==> src/rtl/mio_copy_engine_if.sv <==
// MIO bus connection between a bus initiator and the responder side
// (arbiter/decoder).
//   bus_req      initiator -> arbiter   request bus ownership
//   bus_gnt      arbiter -> initiator   ownership granted
//   bus_addr     initiator -> decoder   word/byte address
//   bus_mem_w    initiator -> decoder   write strobe
//   bus_data_out initiator -> decoder   write data
//   bus_data_in  decoder -> initiator   read data (one cycle after address)
interface mio_copy_engine_if;
  logic        bus_req;
  logic        bus_gnt;
  logic [31:0] bus_addr;
  logic        bus_mem_w;
  logic [31:0] bus_data_out;
  logic [31:0] bus_data_in;

  modport master (
    output bus_req, bus_addr, bus_mem_w, bus_data_out,
    input  bus_gnt, bus_data_in
  );

  modport slave (
    input  bus_req, bus_addr, bus_mem_w, bus_data_out,
    output bus_gnt, bus_data_in
  );
endinterface

==> src/rtl/mio_copy_engine.sv <==
// mio_copy_engine: DMA-style copy engine acting as a MIO bus initiator.
// Copies len words from src_addr to dst_addr using ordinary bus cycles, so
// any decoded region can be source or destination (typical use: RAM->VRAM).
// Pointers step by VRAM_STEP inside VRAM_REGION (word-indexed) and by
// RAM_STEP elsewhere (byte-addressed).
//
// Optional feature macro: MIO_COPY_FILL_EN
//   When defined, a start with src_addr[31:28]==4'hF selects fill mode: the
//   read phase is skipped and fill_value is written, one word per cycle.
//
// Ports:
//   clk, rst_n        clock, asynchronous active-low reset
//   start             1-cycle start pulse (ignored unless idle)
//   src_addr/dst_addr start addresses
//   len               word count (0 completes at once with no bus traffic)
//   fill_value        fill word (fill mode only)
//   bus               MIO initiator port (master modport)
//   busy              transfer in progress (REQ..WR)
//   done              1-cycle completion pulse
//   err               1-cycle pulse on a start rejected for misalignment
//   words_left        remaining word count
module mio_copy_engine #(
  parameter int unsigned LEN_W       = 12,
  parameter logic [3:0]  VRAM_REGION = 4'hC,
  parameter int unsigned RAM_STEP    = 4,
  parameter int unsigned VRAM_STEP   = 1
) (
  input  logic             clk,
  input  logic             rst_n,
  input  logic             start,
  input  logic [31:0]      src_addr,
  input  logic [31:0]      dst_addr,
  input  logic [LEN_W-1:0] len,
  input  logic [31:0]      fill_value,
  mio_copy_engine_if.master bus,
  output logic             busy,
  output logic             done,
  output logic             err,
  output logic [LEN_W-1:0] words_left
);

  typedef enum logic [2:0] {
    S_IDLE, S_REQ, S_RD, S_RDW, S_WR, S_DONE
  } state_t;

  state_t           state;
  logic [31:0]      src_q, dst_q, data_q;
  logic [LEN_W-1:0] cnt;
  logic             fill_q;

  function automatic logic [31:0] next_ptr(input logic [31:0] p);
    return p + ((p[31:28] == VRAM_REGION) ? 32'(VRAM_STEP) : 32'(RAM_STEP));
  endfunction

  // Start qualification
  logic fill_sel, src_misalign, dst_misalign, err_cond;

`ifdef MIO_COPY_FILL_EN
  assign fill_sel = (src_addr[31:28] == 4'hF);
`else
  assign fill_sel = 1'b0;
`endif

  assign src_misalign = (src_addr[31:28] != VRAM_REGION) && (src_addr[1:0] != 2'b00);
  assign dst_misalign = (dst_addr[31:28] != VRAM_REGION) && (dst_addr[1:0] != 2'b00);
  // In fill mode the source is never dereferenced, so its alignment is moot.
  assign err_cond     = (src_misalign && !fill_sel) || dst_misalign;

  // Pointer/count values committed at the end of a WR cycle
  logic [31:0]      src_nx, dst_nx;
  logic [LEN_W-1:0] cnt_nx;

  assign src_nx = fill_q ? src_q : next_ptr(src_q);
  assign dst_nx = next_ptr(dst_q);
  assign cnt_nx = cnt - LEN_W'(1);

  assign busy       = (state == S_REQ) || (state == S_RD) ||
                      (state == S_RDW) || (state == S_WR);
  assign words_left = cnt;

  // Single FSM; every bus output is registered for the state being entered.
  always_ff @(posedge clk or negedge rst_n) begin
    if (!rst_n) begin
      state            <= S_IDLE;
      src_q            <= '0;
      dst_q            <= '0;
      data_q           <= '0;
      cnt              <= '0;
      fill_q           <= 1'b0;
      done             <= 1'b0;
      err              <= 1'b0;
      bus.bus_req      <= 1'b0;
      bus.bus_addr     <= '0;
      bus.bus_mem_w    <= 1'b0;
      bus.bus_data_out <= '0;
    end else begin
      done <= 1'b0;
      err  <= 1'b0;
      unique case (state)
        S_IDLE: begin
          if (start) begin
            if (err_cond) begin
              err <= 1'b1;
            end else if (len == '0) begin
              state <= S_DONE;
              done  <= 1'b1;
            end else begin
              state       <= S_REQ;
              bus.bus_req <= 1'b1;
              src_q       <= src_addr;
              dst_q       <= dst_addr;
              cnt         <= len;
              fill_q      <= fill_sel;
              // Fill word is captured once; a normal copy overwrites data_q per word.
              data_q      <= fill_sel ? fill_value : 32'h0;
            end
          end
        end

        S_REQ: begin
          if (bus.bus_gnt) begin
            if (fill_q) begin
              state            <= S_WR;
              bus.bus_addr     <= dst_q;
              bus.bus_mem_w    <= 1'b1;
              bus.bus_data_out <= data_q;
            end else begin
              state        <= S_RD;
              bus.bus_addr <= src_q;
            end
          end
        end

        // Synchronous RAM latches the address at the end of RD; data is
        // valid during RDW, so the address is simply held.
        S_RD: state <= S_RDW;

        S_RDW: begin
          state            <= S_WR;
          data_q           <= bus.bus_data_in;
          bus.bus_addr     <= dst_q;
          bus.bus_mem_w    <= 1'b1;
          bus.bus_data_out <= bus.bus_data_in;
        end

        S_WR: begin
          src_q <= src_nx;
          dst_q <= dst_nx;
          cnt   <= cnt_nx;
          if (cnt_nx == '0) begin
            state            <= S_DONE;
            done             <= 1'b1;
            bus.bus_req      <= 1'b0;
            bus.bus_addr     <= '0;
            bus.bus_mem_w    <= 1'b0;
            bus.bus_data_out <= '0;
          end else if (bus.bus_gnt) begin
            if (fill_q) begin
              bus.bus_addr     <= dst_nx;
              bus.bus_mem_w    <= 1'b1;
              bus.bus_data_out <= data_q;
            end else begin
              state            <= S_RD;
              bus.bus_addr     <= src_nx;
              bus.bus_mem_w    <= 1'b0;
              bus.bus_data_out <= '0;
            end
          end else begin
            // Grant lost at a word boundary: keep requesting, drive nothing.
            state            <= S_REQ;
            bus.bus_addr     <= '0;
            bus.bus_mem_w    <= 1'b0;
            bus.bus_data_out <= '0;
          end
        end

        // Completion cycle; a start arriving here is dropped.
        S_DONE: state <= S_IDLE;

        default: state <= S_IDLE;
      endcase
    end
  end

endmodule

==> src/flat_wrapper.sv <==
// flat-port wrapper written by rule: the top's interface ports become plain ports
module mio_copy_engine_flat 
#(
  parameter int unsigned LEN_W       = 12,
  parameter logic [3:0]  VRAM_REGION = 4'hC,
  parameter int unsigned RAM_STEP    = 4,
  parameter int unsigned VRAM_STEP   = 1
)
  (clk, rst_n, start, src_addr, dst_addr, len, fill_value, busy, done, err, words_left, bus_bus_req, bus_bus_addr, bus_bus_mem_w, bus_bus_data_out, bus_bus_gnt, bus_bus_data_in);
  mio_copy_engine_if bus_i ();
  input  logic clk;
  input  logic rst_n;
  input  logic start;
  input  logic [31:0] src_addr;
  input  logic [31:0] dst_addr;
  input  logic [LEN_W-1:0] len;
  input  logic [31:0] fill_value;
  output logic busy;
  output logic done;
  output logic err;
  output logic [LEN_W-1:0] words_left;
  output wire logic [$bits(bus_i.bus_req)-1:0] bus_bus_req;
  output wire logic [$bits(bus_i.bus_addr)-1:0] bus_bus_addr;
  output wire logic [$bits(bus_i.bus_mem_w)-1:0] bus_bus_mem_w;
  output wire logic [$bits(bus_i.bus_data_out)-1:0] bus_bus_data_out;
  input wire logic [$bits(bus_i.bus_gnt)-1:0] bus_bus_gnt;
  input wire logic [$bits(bus_i.bus_data_in)-1:0] bus_bus_data_in;
  assign bus_bus_req = bus_i.bus_req;
  assign bus_bus_addr = bus_i.bus_addr;
  assign bus_bus_mem_w = bus_i.bus_mem_w;
  assign bus_bus_data_out = bus_i.bus_data_out;
  assign bus_i.bus_gnt = bus_bus_gnt;
  assign bus_i.bus_data_in = bus_bus_data_in;
  mio_copy_engine #(.LEN_W(LEN_W), .VRAM_REGION(VRAM_REGION), .RAM_STEP(RAM_STEP), .VRAM_STEP(VRAM_STEP)) u_core (.clk(clk), .rst_n(rst_n), .start(start), .src_addr(src_addr), .dst_addr(dst_addr), .len(len), .fill_value(fill_value), .bus(bus_i), .busy(busy), .done(done), .err(err), .words_left(words_left));
endmodule
==> config.mk <==
export PLATFORM = sky130hd
export DESIGN_NAME = mio_copy_engine_flat
export DESIGN_NICKNAME = d
export VERILOG_FILES = /design/src/rtl/mio_copy_engine_if.sv /design/src/rtl/mio_copy_engine.sv /design/src/flat_wrapper.sv
export SDC_FILE = /design/constraint.sdc
export NUM_CORES = 1
export LEC_CHECK = 0
export CAP_MARGIN = 30
export CORE_MARGIN = 2
export CORE_UTILIZATION = 45
export CTS_CLUSTER_DIAMETER = 100
export DETAILED_ROUTE_END_ITERATION = 10
export DONT_BUFFER_PORTS = 1
export HOLD_SLACK_MARGIN = 0.03
export PLACE_DENSITY_LB_ADDON = 0.3
export SETUP_SLACK_MARGIN = 0.4
export SLEW_MARGIN = 15
export SYNTH_ARGS = -nofsm -noshare
export SYNTH_HDL_FRONTEND = slang
export SYNTH_SLANG_ARGS = --single-unit
export TNS_END_PERCENT = 100
==> constraint.sdc <==
create_clock -name clk -period 4.35 [get_ports clk]
set_input_delay 1.305 -clock clk [delete_from_list [all_inputs] [get_ports clk]]
set_output_delay 1.305 -clock clk [all_outputs]
set_load 0.01 [all_outputs]
[After elaboration in Yosys (flattened, before gate mapping)]
Index checks and enable logic that the tools add are counted.
Widths: inputs -> output; s select.
Cells by class
  add/sub/neg operators: 3
  eq/ne operators: 13
  mux-type cells: 40
  bitwise logic cells: 1
  reduce and logical (&&, ||, !) cells: 18
Operators with widths (number)
  $mux 32: 9
  $pmux 32 s2: 3
  $pmux 32 s3: 1
  $add 32x32->32: 2
  $mux 12: 3
  $logic_not 12->1: 2
  $pmux 12 s2: 1
  $mux 3: 7
  $pmux 3 s5: 1
  $sub 12x1->12 const B: 1
  $mux 1: 11
  $ne 2x2->1 const B: 5
  $eq 4x4->1 const B: 2
  $ne 4x4->1 const B: 2
  $eq 3x2->1 const B: 2
  $pmux 1 s2: 3
  $reduce_and 3->1: 2
  $reduce_bool 2->1: 3
  $reduce_and 5->1: 1
  $logic_or 1x1->1: 4
  $reduce_and 4->1: 1
  $eq 3x1->1 const B: 1
  $eq 3x3->1 const B: 1
  $logic_not 3->1: 1
  other kinds (5): 6
Word-level totals
  register bits: 147
  word-level logic and storage cells: 85

[Longest topological paths before layout]
  word-level depth: 6
  mapped depth: 11
  depth with buffers taken out: 11

[Worst setup path before layout]
Ideal clock, no wire load.
  path type: input-to-reg
  start point: in src_addr[29]
  end point: reg u_core.cnt[3] (netlist: u_core.words_left[3])
  setup time: 0.128 ns
  arrival: 2.752 ns
  required time: 4.222 ns
  slack: 1.470 ns
  stages: 8
  buffers on the path: 2
  path through: nor4bb_1 o22ai_1 nor3b_1 o21a_1 buf_2 buf_1 nand2_1 o2bb2ai_1
On the way
  cells in the longest elaborated chain, start to end: 5
Ends and longest elaborated chain
  start: declaration: line flat_wrapper.sv:14  | input logic [31:0] src_addr;
  $ne 4x4->1: line mio_copy_engine.sv:64  | assign src_misalign = (src_addr[31:28] != VRAM_REGION) && (src_addr[1:0] != 2'b00);
  $logic_and 1x1->1: line mio_copy_engine.sv:64
  $logic_or 1x1->1: line mio_copy_engine.sv:67  | assign err_cond = (src_misalign && !fill_sel) || dst_misalign;
  $ne 2x2->1 (no source line)
  $reduce_and 4->1 (no source line)
  end signal: assignment: line mio_copy_engine.sv:112  | cnt <= len;
  end signal: assignment: line mio_copy_engine.sv:149  | cnt <= cnt_nx;
  end: declaration: line mio_copy_engine.sv:48  | logic [LEN_W-1:0] cnt;
Every way passes these cells.
A chain may end at the register's enable or synchronous reset.

[Worst setup path in the final report]
  start point: reg u_core.dst_q[29]
  end point: reg u_core.dst_q[24]
On the way
  cells in the longest elaborated chain, start to end: 4
Ends and longest elaborated chain
  start: declaration: line mio_copy_engine.sv:47  | logic [31:0] src_q, dst_q, data_q;
  start signal: assignment: line mio_copy_engine.sv:111  | dst_q <= dst_addr;
  start signal: assignment: line mio_copy_engine.sv:148  | dst_q <= dst_nx;
  $eq 4x4->1: line mio_copy_engine.sv:52  | return p + ((p[31:28] == VRAM_REGION) ? 32'(VRAM_STEP) : 32'(RAM_STEP));
  $mux 3: line mio_copy_engine.sv:52
  $add 32x32->32: line mio_copy_engine.sv:52
  $pmux 32 s2: line mio_copy_engine.sv:99  | unique case (state)
Every way passes these cells.

==> flow_summary_export.csv <==
group,metric,value,unit
final_layout,drive_gt1_share,7.77,%
floorplan,initial_utilization,46.1,%
clock_network,clock-root-buffer,"clkbuf_16",
pwr,powerDensity,758,mW/mm²
floorplan,die_w,137,µm
detailed_routing,wl_per_cell,23.1,µm
critical_path,critPathCaptureType,"flip-flop",
final_layout,fillCellCount,1615,
sta,rsz0062_at_grt,"false",
yosys,synth_edf_count,0,
job,drv_cap,0,
critical_path,worst-setup-path-type,"flip-flop to flip-flop",
pwr,pwr-share-comb,31.8,%
yosys,synth_flop_cell,"dfrtp_1",
sta,min_period_over_period,75.3,%
pwr,p_sw_share,42.4,%
yosys,yosys-top-cells-count,"dfrtp_1 (147), nor2_1 (85), a21oi_1 (75)",
detailed_routing,vias,7035,
yosys,ys_seq_elements,147,
critical_path,startpoint,"u_core.dst_q[29]",
yosys,syn_area_per_cell,9.27,µm²
sta,fmax,305,MHz
global_route,grt_overflow,0,
floorplan,pin_count,225,
critical_path,path_delay_family,"simple AND/OR/NAND/NOR gates",
floorplan,dieHeight,137,µm
pwr,peakVddDrop,379,µV
pwr,seqPwrFrac,45.3,%
placement,place_congestion,0.881,
sta,slew_headroom,33.3,%
yosys,async_flop_share,100,%
critical_path,cp.required,4710,ps
placement,dp_hpwl,16900,µm
critical_path,r2r_slack,1070,ps
global_route,grt_usage,26.4,%
sta,hold_viol_final,0,
yosys,yosysTopAreaCell,"dfrtp_1",
final_layout,nets,976,
global_route,grt_pass1_wl,37800,µm
clock_network,ctsHtreeMaxLevel,4,
final_layout,final_util,50.5,%
sta,drv_slew,0,
floorplan,row_count,48,
clock_network,hold_buffers,0,
critical_path,r2r_start,"u_core.dst_q[29]",
critical_path,critPathMaxStageDelay,740,ps
min_path,hold_path.class,"flip-flop to flip-flop",
global_route,grt_max_degree,148,
yosys,synthTopCellsByArea,"dfrtp_1 (46%), a21oi_1 (4.7%), nor2_1 (4.0%)",
clock_network,numCtsBuffers,17,
clock_network,clk_path_buf_depth,2,
critical_path,worst_r2r_endpoint,"u_core.dst_q[24]",
yosys,synth.most_common_cell,"dfrtp_1",
clock_network,cts_tree,"yes",
sta,post-route-min-period,3280,ps
sta,fin_skew,9.68,ps
detailed_routing,first_pass_iters,5,
yosys,yosysSeqAreaShare,45.9,%
min_path,hold_depth,2,
sta,worst_pin_slew,998,ps
pwr,switchingPower,2.82,mW
global_route,grt_pass1_vias,6585,
critical_path,path_depth,10,
critical_path,crit_chain,"or4b_2 > inv_1 > ha_1 > ha_1 > a21oi_1 > nor3_1 > nand2_1 > o31ai_1 > a21oi_1 > a21oi_1",
floorplan,design.die.area,0.0189,mm²
detailed_routing,viasPerCell,6.61,
clock_network,clock_sinks,147,
detailed_routing,wirelength,24600,µm
pwr,leakage,3.43,nW
clock_network,post_cts_buffers,0,
critical_path,slowest_stage,"or4b_2",
final_layout,synthToLayoutAreaGrowth,9.39,%
yosys,synth_top_area_share,45.9,%
clock_network,clock_latency,430,ps
critical_path,path_buf_inv,1,
critical_path,r2r_cells,10,
pwr,power.share.clock,22.8,%
outcome,status,"completed",
yosys,syn_nets,1016,
yosys,syn_inst,864,
pwr,intPower,3.82,mW
floorplan,core,0.0174,mm²
placement,io_buffers,0,
detailed_routing,drt-initial-drc-count,682,
final_layout,seq_area,0.00368,mm²
critical_path,crit_arrival,3630,ps
clock_network,path_clk_slew,60,ps
pwr,finalPower,6.64,mW
critical_path,critPathLaunchType,"flip-flop",
sta,fin_tns_setup,0,ps
clock_network,cts_resized,0,
yosys,synth_warnings,0,
critical_path,crit_fanout,6,
critical_path,crit_end,"u_core.dst_q[24]",
sta,setup_viol,0,
yosys,syn_area,0.00801,mm²
critical_path,crit_top_cell,"a21oi_1",
detailed_routing,drc,0,
detailed_routing,ant_nets,0,
yosys,synth_cell_types,58,
global_route,antenna_found_initial,1,
final_layout,multi_input_area,0.00402,mm²
metal layers:
| metal | global-route usage, % | wire, µm | up-vias |
|---|---|---|---|
| met4 | 8.08 | 339 | 0 |
| met3 | 8.83 | 2730 | 28 |
| met1 | 34.6 | 10100 | 3438 |
| met5 | 0 | 0 | - |
| met2 | 41.3 | 11400 | 355 |
| li1 | - | - | 3214 |
power by group through the flow:
stage / logic [mW] / clock network, mW / registers [mW]
finish: 2.11 / 1.52 / 3.01
global route: 2.38 / 1.60 / 3.11
CTS: 2.11 / 1.55 / 2.99
floorplan: 1.82 / 0 / 2.60
detailed placement: 2.10 / 0 / 3.01
global placement: 2.05 / 0 / 3.00
layout by cell type (no fill, tap or decap), types with 4 or more instances in the layout:
master / n
buf_4: 14
clkbuf_16: 17
dfrtp_1: 146
and2_1: 4
xor2_1: 17
and4_1: 6
ha_1: 8
o22ai_1: 29
o2bb2ai_1: 33
nand2_1: 53
inv_1: 11
a22oi_1: 7
inv_6: 5
or3_1: 7
o211ai_1: 5
xnor2_1: 16
nor2_1: 83
a21oi_1: 74
a221oi_1: 31
a31oi_1: 4
o21ai_0: 59
nor4_1: 6
a221o_1: 21
and3_1: 10
nor3_1: 15
or2_2: 4
o31ai_1: 5
nand4_1: 17
a22o_1: 34
nand3_1: 32
worst min-delay path, delay by kind of cell, from the launching register on:
family	cells	cell delay, ps
AOI/OAI and AO/OA	1	70
DFF	1	380
and+or+nand+nor	1	60
worst min-delay path by stage:
stage                    startpoint                     endpoint  slack, ps
floorplan           u_core.dst_q[2]              u_core.dst_q[2]        480
global placement    u_core.src_q[0]              u_core.src_q[0]        520
CTS                 u_core.src_q[0]              u_core.src_q[0]        550
detailed placement  u_core.src_q[0]              u_core.src_q[0]        530
finish              u_core.src_q[0]              u_core.src_q[0]        550
global route                  rst_n  u_core.bus.bus_data_out[12]        550
kinds of logic after synthesis:
group | count (synthesis) | share of synthesized area [%]
muxes | 2 | 0.250
buffers and inverters | 86 | 4.39
adders and majority gates | 8 | 1.25
AOI/OAI and AO/OA | 325 | 28.1
xor gates and xnor gates | 33 | 3.61
and+or+nand+nor | 263 | 16.5
DFF | 147 | 45.9
metrics by stage:
stage | instances | hold slack (ps) | cell area [µm²] | worst slack (ps)
global route | 1062 | 549 | 8750 | 854
global placement | 1030 | 515 | 8150 | 933
finish | 1064 | 549 | 8760 | 1070
detailed placement | 1030 | 531 | 8150 | 893
CTS | 1062 | 545 | 8750 | 1140
floorplan | 864 | 478 | 8010 | 1470
area by class of cell:
class	count	share of cell area [%]
diodes	2	0.0571
clock buffers	18	4.90
clock inverters	14	2.01
inverters	12	0.514
multi-input cells	631	45.9
flip-flops and latches	147	42.0
well taps	225	3.21
repair buffers	15	1.43
state kept, by name, indices dropped and copies added (netlist names):
register / flops
u_core.bus.bus_addr: 32
u_core.bus.bus_data_out: 32
u_core.bus.bus_mem_w: 1
u_core.bus.bus_req: 1
u_core.done: 1
u_core.dst_q: 32
u_core.err: 1
u_core.src_q: 32
u_core.state: 3
u_core.words_left: 12
Note: power is estimated with default switching activity, not from simulation.
